--- config.mk ---
export PLATFORM = sky130hd
export DESIGN_NAME = systolic_skew_buffer
export DESIGN_NICKNAME = d
export VERILOG_FILES = /design/src/rtl/skew_pkg.sv /design/src/rtl/skew_lane.sv /design/src/rtl/systolic_skew_buffer.sv
export SDC_FILE = /design/constraint.sdc
export NUM_CORES = 1
export LEC_CHECK = 0
export ABC_AREA = 1
export CAP_MARGIN = 20
export CORE_MARGIN = 1
export CORE_UTILIZATION = 48
export CTS_BUF_LIST = sky130_fd_sc_hd__clkbuf_2
export DETAILED_ROUTE_END_ITERATION = 8
export HOLD_SLACK_MARGIN = 0.15
export PLACE_DENSITY = 0.82
export SLEW_MARGIN = 20
export SYNTH_ARGS = -nofsm -noshare
export SYNTH_HDL_FRONTEND = slang
export SYNTH_SLANG_ARGS = --single-unit
--- constraint.sdc ---
create_clock -name clk -period 1.9 [get_ports clk]
set_clock_uncertainty 0.2 [all_clocks]
set_input_delay 0.19 -clock clk [delete_from_list [all_inputs] [get_ports clk]]
set_output_delay 0.19 -clock clk [all_outputs]
set_load 0.005 [all_outputs]
--- src/rtl/skew_pkg.sv ---
// Shared types and helpers for the systolic skew buffer.
package skew_pkg;

  typedef enum logic [1:0] {
    IDLE,
    STREAM,
    DRAIN
  } skew_state_t;

  // DESKEW=0 staircases lane i by i cycles, DESKEW=1 reverses the staircase.
  function automatic int lane_delay(input int i, input int matrix_size, input int deskew);
    return (deskew == 0) ? i : (matrix_size - 1 - i);
  endfunction

  function automatic int max_delay_lane(input int matrix_size, input int deskew);
    return (deskew == 0) ? (matrix_size - 1) : 0;
  endfunction

endpackage

--- src/rtl/skew_lane.sv ---
// One lane of the skew buffer: a DEPTH-stage delay line carrying data, a
// valid bit and an optional tag bit. DEPTH=0 is a gated pass-through.
module skew_lane #(
  parameter int DEPTH     = 1,
  parameter int DATA_SIZE = 32,
  parameter bit HAS_TAG   = 1'b0
) (
  input  logic                 clk,
  input  logic                 reset_n,
  input  logic                 enable,
  input  logic                 in_valid,
  input  logic [DATA_SIZE-1:0] in_data,
  input  logic                 in_tag,
  output logic                 out_valid,
  output logic [DATA_SIZE-1:0] out_data,
  output logic                 out_tag
);

  localparam int REGS = (DEPTH > 0) ? DEPTH : 1;

  logic                 insValid;
  logic                 insTag;
  logic [DATA_SIZE-1:0] insData;

  logic [REGS-1:0]      valid_q;
  logic [REGS-1:0]      tag_q;
  logic [DATA_SIZE-1:0] data_q [REGS];

  // Bubbles are inserted as zero so data never needs masking at the output.
  assign insValid = in_valid & enable;
  assign insData  = insValid ? in_data : '0;
  assign insTag   = HAS_TAG & insValid & in_tag;

  always_ff @(posedge clk or negedge reset_n) begin
    if (!reset_n) begin
      valid_q <= '0;
      tag_q   <= '0;
      for (int k = 0; k < REGS; k++) data_q[k] <= '0;
    end else if (enable) begin
      valid_q[0] <= insValid;
      tag_q[0]   <= insTag;
      data_q[0]  <= insData;
      for (int k = 1; k < REGS; k++) begin
        valid_q[k] <= valid_q[k-1];
        tag_q[k]   <= tag_q[k-1];
        data_q[k]  <= data_q[k-1];
      end
    end
  end

  assign out_valid = (DEPTH == 0) ? insValid : valid_q[REGS-1];
  assign out_tag   = (DEPTH == 0) ? insTag   : tag_q[REGS-1];
  assign out_data  = (DEPTH == 0) ? insData  : data_q[REGS-1];

endmodule

--- src/rtl/systolic_skew_buffer.sv ---
// Skews (or deskews) a vector of lane elements into a diagonal wavefront and
// tracks stream completion through a last tag on the longest lane.
module systolic_skew_buffer
  import skew_pkg::*;
#(
  parameter int MATRIX_SIZE = 4,
  parameter int DATA_SIZE   = 32,
  parameter int DESKEW      = 0
) (
  input  logic                                 clk,
  input  logic                                 reset_n,
  input  logic                                 enable,
  input  logic                                 in_valid,
  input  logic                                 in_last,
  output logic                                 in_ready,
  input  logic [MATRIX_SIZE-1:0][DATA_SIZE-1:0] data_in,
  output logic [MATRIX_SIZE-1:0][DATA_SIZE-1:0] data_out,
  output logic [MATRIX_SIZE-1:0]               lane_valid,
  output logic                                 busy,
  output logic                                 done
);

  localparam int MAXD     = MATRIX_SIZE - 1;
  localparam int MAX_LANE = max_delay_lane(MATRIX_SIZE, DESKEW);

  skew_state_t           state_q;
  logic                  accept;
  logic [MATRIX_SIZE-1:0] laneTag;

  // Reset also gates the zero-delay lane so outputs clear immediately.
  assign in_ready = (state_q != DRAIN);
  assign busy     = (state_q != IDLE);
  assign accept   = in_valid & in_ready & enable & reset_n;

  for (genvar i = 0; i < MATRIX_SIZE; i++) begin : g_lane
    skew_lane #(
      .DEPTH     (lane_delay(i, MATRIX_SIZE, DESKEW)),
      .DATA_SIZE (DATA_SIZE),
      .HAS_TAG   (i == MAX_LANE)
    ) u_lane (
      .clk       (clk),
      .reset_n   (reset_n),
      .enable    (enable),
      .in_valid  (accept),
      .in_data   (data_in[i]),
      .in_tag    (in_last),
      .out_valid (lane_valid[i]),
      .out_data  (data_out[i]),
      .out_tag   (laneTag[i])
    );
  end

  // Only the max-delay lane can carry a tag, so the reduction picks out that lane.
  assign done = enable & (|(lane_valid & laneTag));

  always_ff @(posedge clk or negedge reset_n) begin
    if (!reset_n) begin
      state_q <= IDLE;
    end else begin
      case (state_q)
        IDLE, STREAM: begin
          if (accept) begin
            if (!in_last)      state_q <= STREAM;
            else if (MAXD > 0) state_q <= DRAIN;
            else               state_q <= IDLE;
          end
        end
        DRAIN: begin
          if (done) state_q <= IDLE;
        end
        default: state_q <= IDLE;
      endcase
    end
  end

endmodule

==> insert_results.sql <==
INSERT INTO impl_metrics (metric_group, metric, value, unit) VALUES
('synth', 'area_fraction_in_compound_gates_after_synthesis', '0.0310', ''),
('clock_network', 'cts_max_level', '4', ''),
('drt', 'detail_route.iter0.violations', '465', ''),
('timing', 'tns', '-10060', 'ps'),
('placement', 'gp_congestion', '0.767', ''),
('run', 'max_cap_violations', '0', ''),
('worst_setup_path', 'worst_ep_arrival_time', '1920', 'ps'),
('grt', 'vias_in_the_first_global_route', '7207', ''),
('outcome', 'failed_checks', 'negative hold slack, negative setup slack', ''),
('grt', 'grt_overflow_total', '0', ''),
('synth', 'synth_simple_gate_area_frac', '0.247', ''),
('clock_network', 'clock_latency', '760', 'ps'),
('drt', 'drt-wirelength-per-cell', '14.7', 'µm'),
('timing', 'period_needed', '2310', 'ps'),
('floorplanning', 'io_pins', '268', ''),
('timing', 'finalWorstSetupSlack', '-412', 'ps'),
('clock_network', 'numCtsBuffers', '17', ''),
('power_and_ir_drop', 'sequentialPowerShare', '0.512', ''),
('worst_setup_path', 'crit_path_start_kind', 'flop', ''),
('synth', 'synth-seq-area-share', '0.607', ''),
('power_and_ir_drop', 'power.net_switching', '2.69', 'mW'),
('min_path', 'min_delay_path_depth', '7', ''),
('timing', 'final-hold-violation-count', '1', ''),
('synth', 'yosys_register_bits', '200', ''),
('synth', 'synthesis.area', '8250', 'µm²'),
('power_and_ir_drop', 'netSwitchingFraction', '0.278', ''),
('outcome', 'status', 'finished with violations', ''),
('timing', 'worst_slew_pin_slew', '967', 'ps'),
('worst_setup_path', 'worstPathRequired', '1510', 'ps'),
('synth', 'combinational_family_with_the_most_area_after_synthesis', 'simple AND/OR/NAND/NOR gates', ''),
('cells_and_area', 'multiInputGateArea', '2470', 'µm²'),
('floorplanning', 'die_area', '17700', 'µm²'),
('power_and_ir_drop', 'totalPowerFinal', '9.67', 'mW'),
('worst_setup_path', 'cp_slowest_cell', 'sky130_fd_sc_hd__dfrtp_1', ''),
('timing', 'max_clock_freq', '432', 'MHz'),
('synth', 'yosys.area_share.adder', '0', ''),
('placement', 'placed_cells', '1358', ''),
('grt', 'grt_first_pass_wirelength', '35600', 'µm'),
('drt', 'drt_drc_violations_left', '0', ''),
('cells_and_area', 'nNetsFinal', '1461', ''),
('timing', 'setup_viol', '36', ''),
('clock_network', 'tritoncts', 'yes', ''),
('placement', 'hpwl', '12800', 'µm'),
('grt', 'pin_count_of_the_biggest_net_entering_global_routing', '192', ''),
('clock_network', 'clkSlewWorstSetupHoldPaths', '270', 'ps'),
('synth', 'post_synth_inst_count', '965', ''),
('synth', 'syn-mean-instance-area', '8.55', 'µm²'),
('synth', 'syn_nets', '1098', ''),
('floorplanning', 'rows', '47', ''),
('clock_network', 'cts_max_path_buffers', '2', ''),
('cells_and_area', 'final-seq-area', '5000', 'µm²'),
('drt', 'detail_route.vias_per_cell', '4.72', ''),
('synth', 'synth_mux_area_frac', '0', ''),
('timing', 'layout_worst_path_cycle_share', '1.22', ''),
('drt', 'routed-via-count', '7387', ''),
('power_and_ir_drop', 'power.static_leakage', '6.72', 'nW'),
('power_and_ir_drop', 'power.density_cell_area', '786', 'nW/µm²'),
('grt', 'grt_use_total', '0.258', ''),
('worst_setup_path', 'criticalPathCategory', 'flop to output port', ''),
('cells_and_area', 'fillers', '1157', ''),
('power_and_ir_drop', 'max-vdd-ir-drop', '0.000603', 'V'),
('placement', 'portBuffers', '267', ''),
('worst_setup_path', 'critical_path.cell_chain', 'nand2_4 -> nand2_8 -> clkbuf_16 -> nor2_1 -> buf_2', ''),
('min_path', 'worst_hold_path_type', 'primary input to flop', ''),
('timing', 'maxSlewHeadroom', '0.355', ''),
('floorplanning', 'floorplan.core_area', '16700', 'µm²'),
('timing', 'hold_slack', '-0.928', 'ps'),
('worst_setup_path', 'critPathMaxFanout', '8', ''),
('placement', 'placed_area', '10800', 'µm²'),
('worst_setup_path', 'worstSetupEndpointType', 'output port', ''),
('floorplanning', 'die_h', '133', 'µm');
==> power groups by stage <==
stage	clock network [mW]	logic, mW	registers (mW)
6_report	2.62	2.10	4.95
5_1_grt	2.86	2.30	5.00
4_1_cts	2.66	2.00	4.94
3_5_place_dp	0	1.73	5.01
3_3_place_gp	0	1.70	4.99
2_1_floorplan	0	0.807	4.97
==> synth_stat cells <==
| master | count | share of area |
|---|---|---|
| sky130_fd_sc_hd__clkbuf_1 | 25 | 0.011 |
| sky130_fd_sc_hd__nand4_1 | 2 | 0.0015 |
| sky130_fd_sc_hd__buf_2 | 12 | 0.0073 |
| sky130_fd_sc_hd__o21ai_0 | 51 | 0.031 |
| sky130_fd_sc_hd__nand2_1 | 497 | 0.23 |
| sky130_fd_sc_hd__nand3_1 | 3 | 0.0018 |
| sky130_fd_sc_hd__inv_2 | 1 | 0.00045 |
| sky130_fd_sc_hd__inv_1 | 63 | 0.029 |
| sky130_fd_sc_hd__nor2_2 | 1 | 0.00076 |
| sky130_fd_sc_hd__buf_1 | 4 | 0.0018 |
| sky130_fd_sc_hd__nand2_2 | 1 | 0.00076 |
| sky130_fd_sc_hd__dfrtp_1 | 200 | 0.61 |
| sky130_fd_sc_hd__buf_4 | 72 | 0.066 |
| sky130_fd_sc_hd__nor2_4 | 1 | 0.0014 |
| sky130_fd_sc_hd__nor2_1 | 32 | 0.015 |
==> sequential cells by signal (all words and copies together), names as in the netlist <==
signal and flops:
g_lane.u_lane.data_q 96, g_lane.u_lane.out_data 96, state_q 2, g_lane.u_lane.valid_q 3, g_lane.u_lane.tag_q 3
==> timing repair <==
action / in CTS / in global routing
hold buffers: 108 / 1
gates cloned: 1 / 3
gates resized for setup: 359 / 163
buffers inserted: 28 / 33
endpoints found under the hold margin: 400 / 72
endpoints found under the setup margin: 135 / 133
pin swaps: 3 / 1
==> layout make-up <==
type,count,share of cell area
sequential,200,0.407
timing repair buffer,457,0.322
multi-input combinational,588,0.201
tap,220,0.0224
inverter,64,0.0203
clock inverter,15,0.0201
clock buffer,17,0.00691
antenna,4,0.000814
==> cell families after synthesis <==
kind of cell           Yosys count
buffers and inverters          177
flip-flops                     200
AO/OA/AOI/OAI                   51
AND/OR/NAND/NOR                537
==> worst paths after layout <==
path,startpoint,to,slack [ps]
hold reg to reg,g_lane[3].u_lane.data_q[93]$_DFFE_PN0P_,g_lane[3].u_lane.data_q[61]$_DFFE_PN0P_,290
min in group asynchronous,reset_n,g_lane[3].u_lane.data_q[91]$_DFFE_PN0P_,300
setup reg to reg,g_lane[3].u_lane.valid_q[2]$_DFFE_PN0P_,state_q[1]$_DFFE_PN0P_,80
setup / recovery,state_q[1]$_DFFE_PN0P_,data_out[4],-410
hold / removal,reset_n,g_lane[3].u_lane.tag_q[0]$_DFFE_PN0P_,-0.9
max in group asynchronous,reset_n,g_lane[3].u_lane.out_data[25]$_DFFE_PN0P_,200
==> per-stage QoR <==
stage	setup WS [ps]	utilization
5_1_grt	-577	0.737
3_5_place_dp	-248	0.644
4_1_cts	-456	0.739
6_report	-412	0.737
2_1_floorplan	478	-
3_3_place_gp	-177	0.644
==> layer usage <==
metal	vias to the layer above	GRT usage	share of wire
met5	-	0	0
met4	0	0.0983	0.025
met3	50	0.0759	0.057
met2	242	0.436	0.52
met1	3556	0.312	0.40
li1	3539	-	-
==> worst max-delay path: cells and delay by family, from the launching register on <==
| family | cells | cell delay [ps] |
|---|---|---|
| flip-flops | 1 | 460 |
| buffers and inverters | 2 | 360 |
| AND/OR/NAND/NOR | 3 | 360 |
==> cells in the final DEF (no fill, tap or decap), types with 10 or more instances in the layout <==
cell type / instances
sky130_fd_sc_hd__nand2_1: 495
sky130_fd_sc_hd__dfrtp_1: 200
sky130_fd_sc_hd__clkdlybuf4s50_1: 130
sky130_fd_sc_hd__clkbuf_2: 107
sky130_fd_sc_hd__dlygate4sd3_1: 106
sky130_fd_sc_hd__buf_4: 66
sky130_fd_sc_hd__inv_1: 59
sky130_fd_sc_hd__o21ai_0: 50
sky130_fd_sc_hd__buf_2: 37
sky130_fd_sc_hd__nor2_4: 17
sky130_fd_sc_hd__buf_6: 12
sky130_fd_sc_hd__nor2_2: 11
sky130_fd_sc_hd__buf_12: 10
Note: power is estimated with default switching activity, not from simulation.
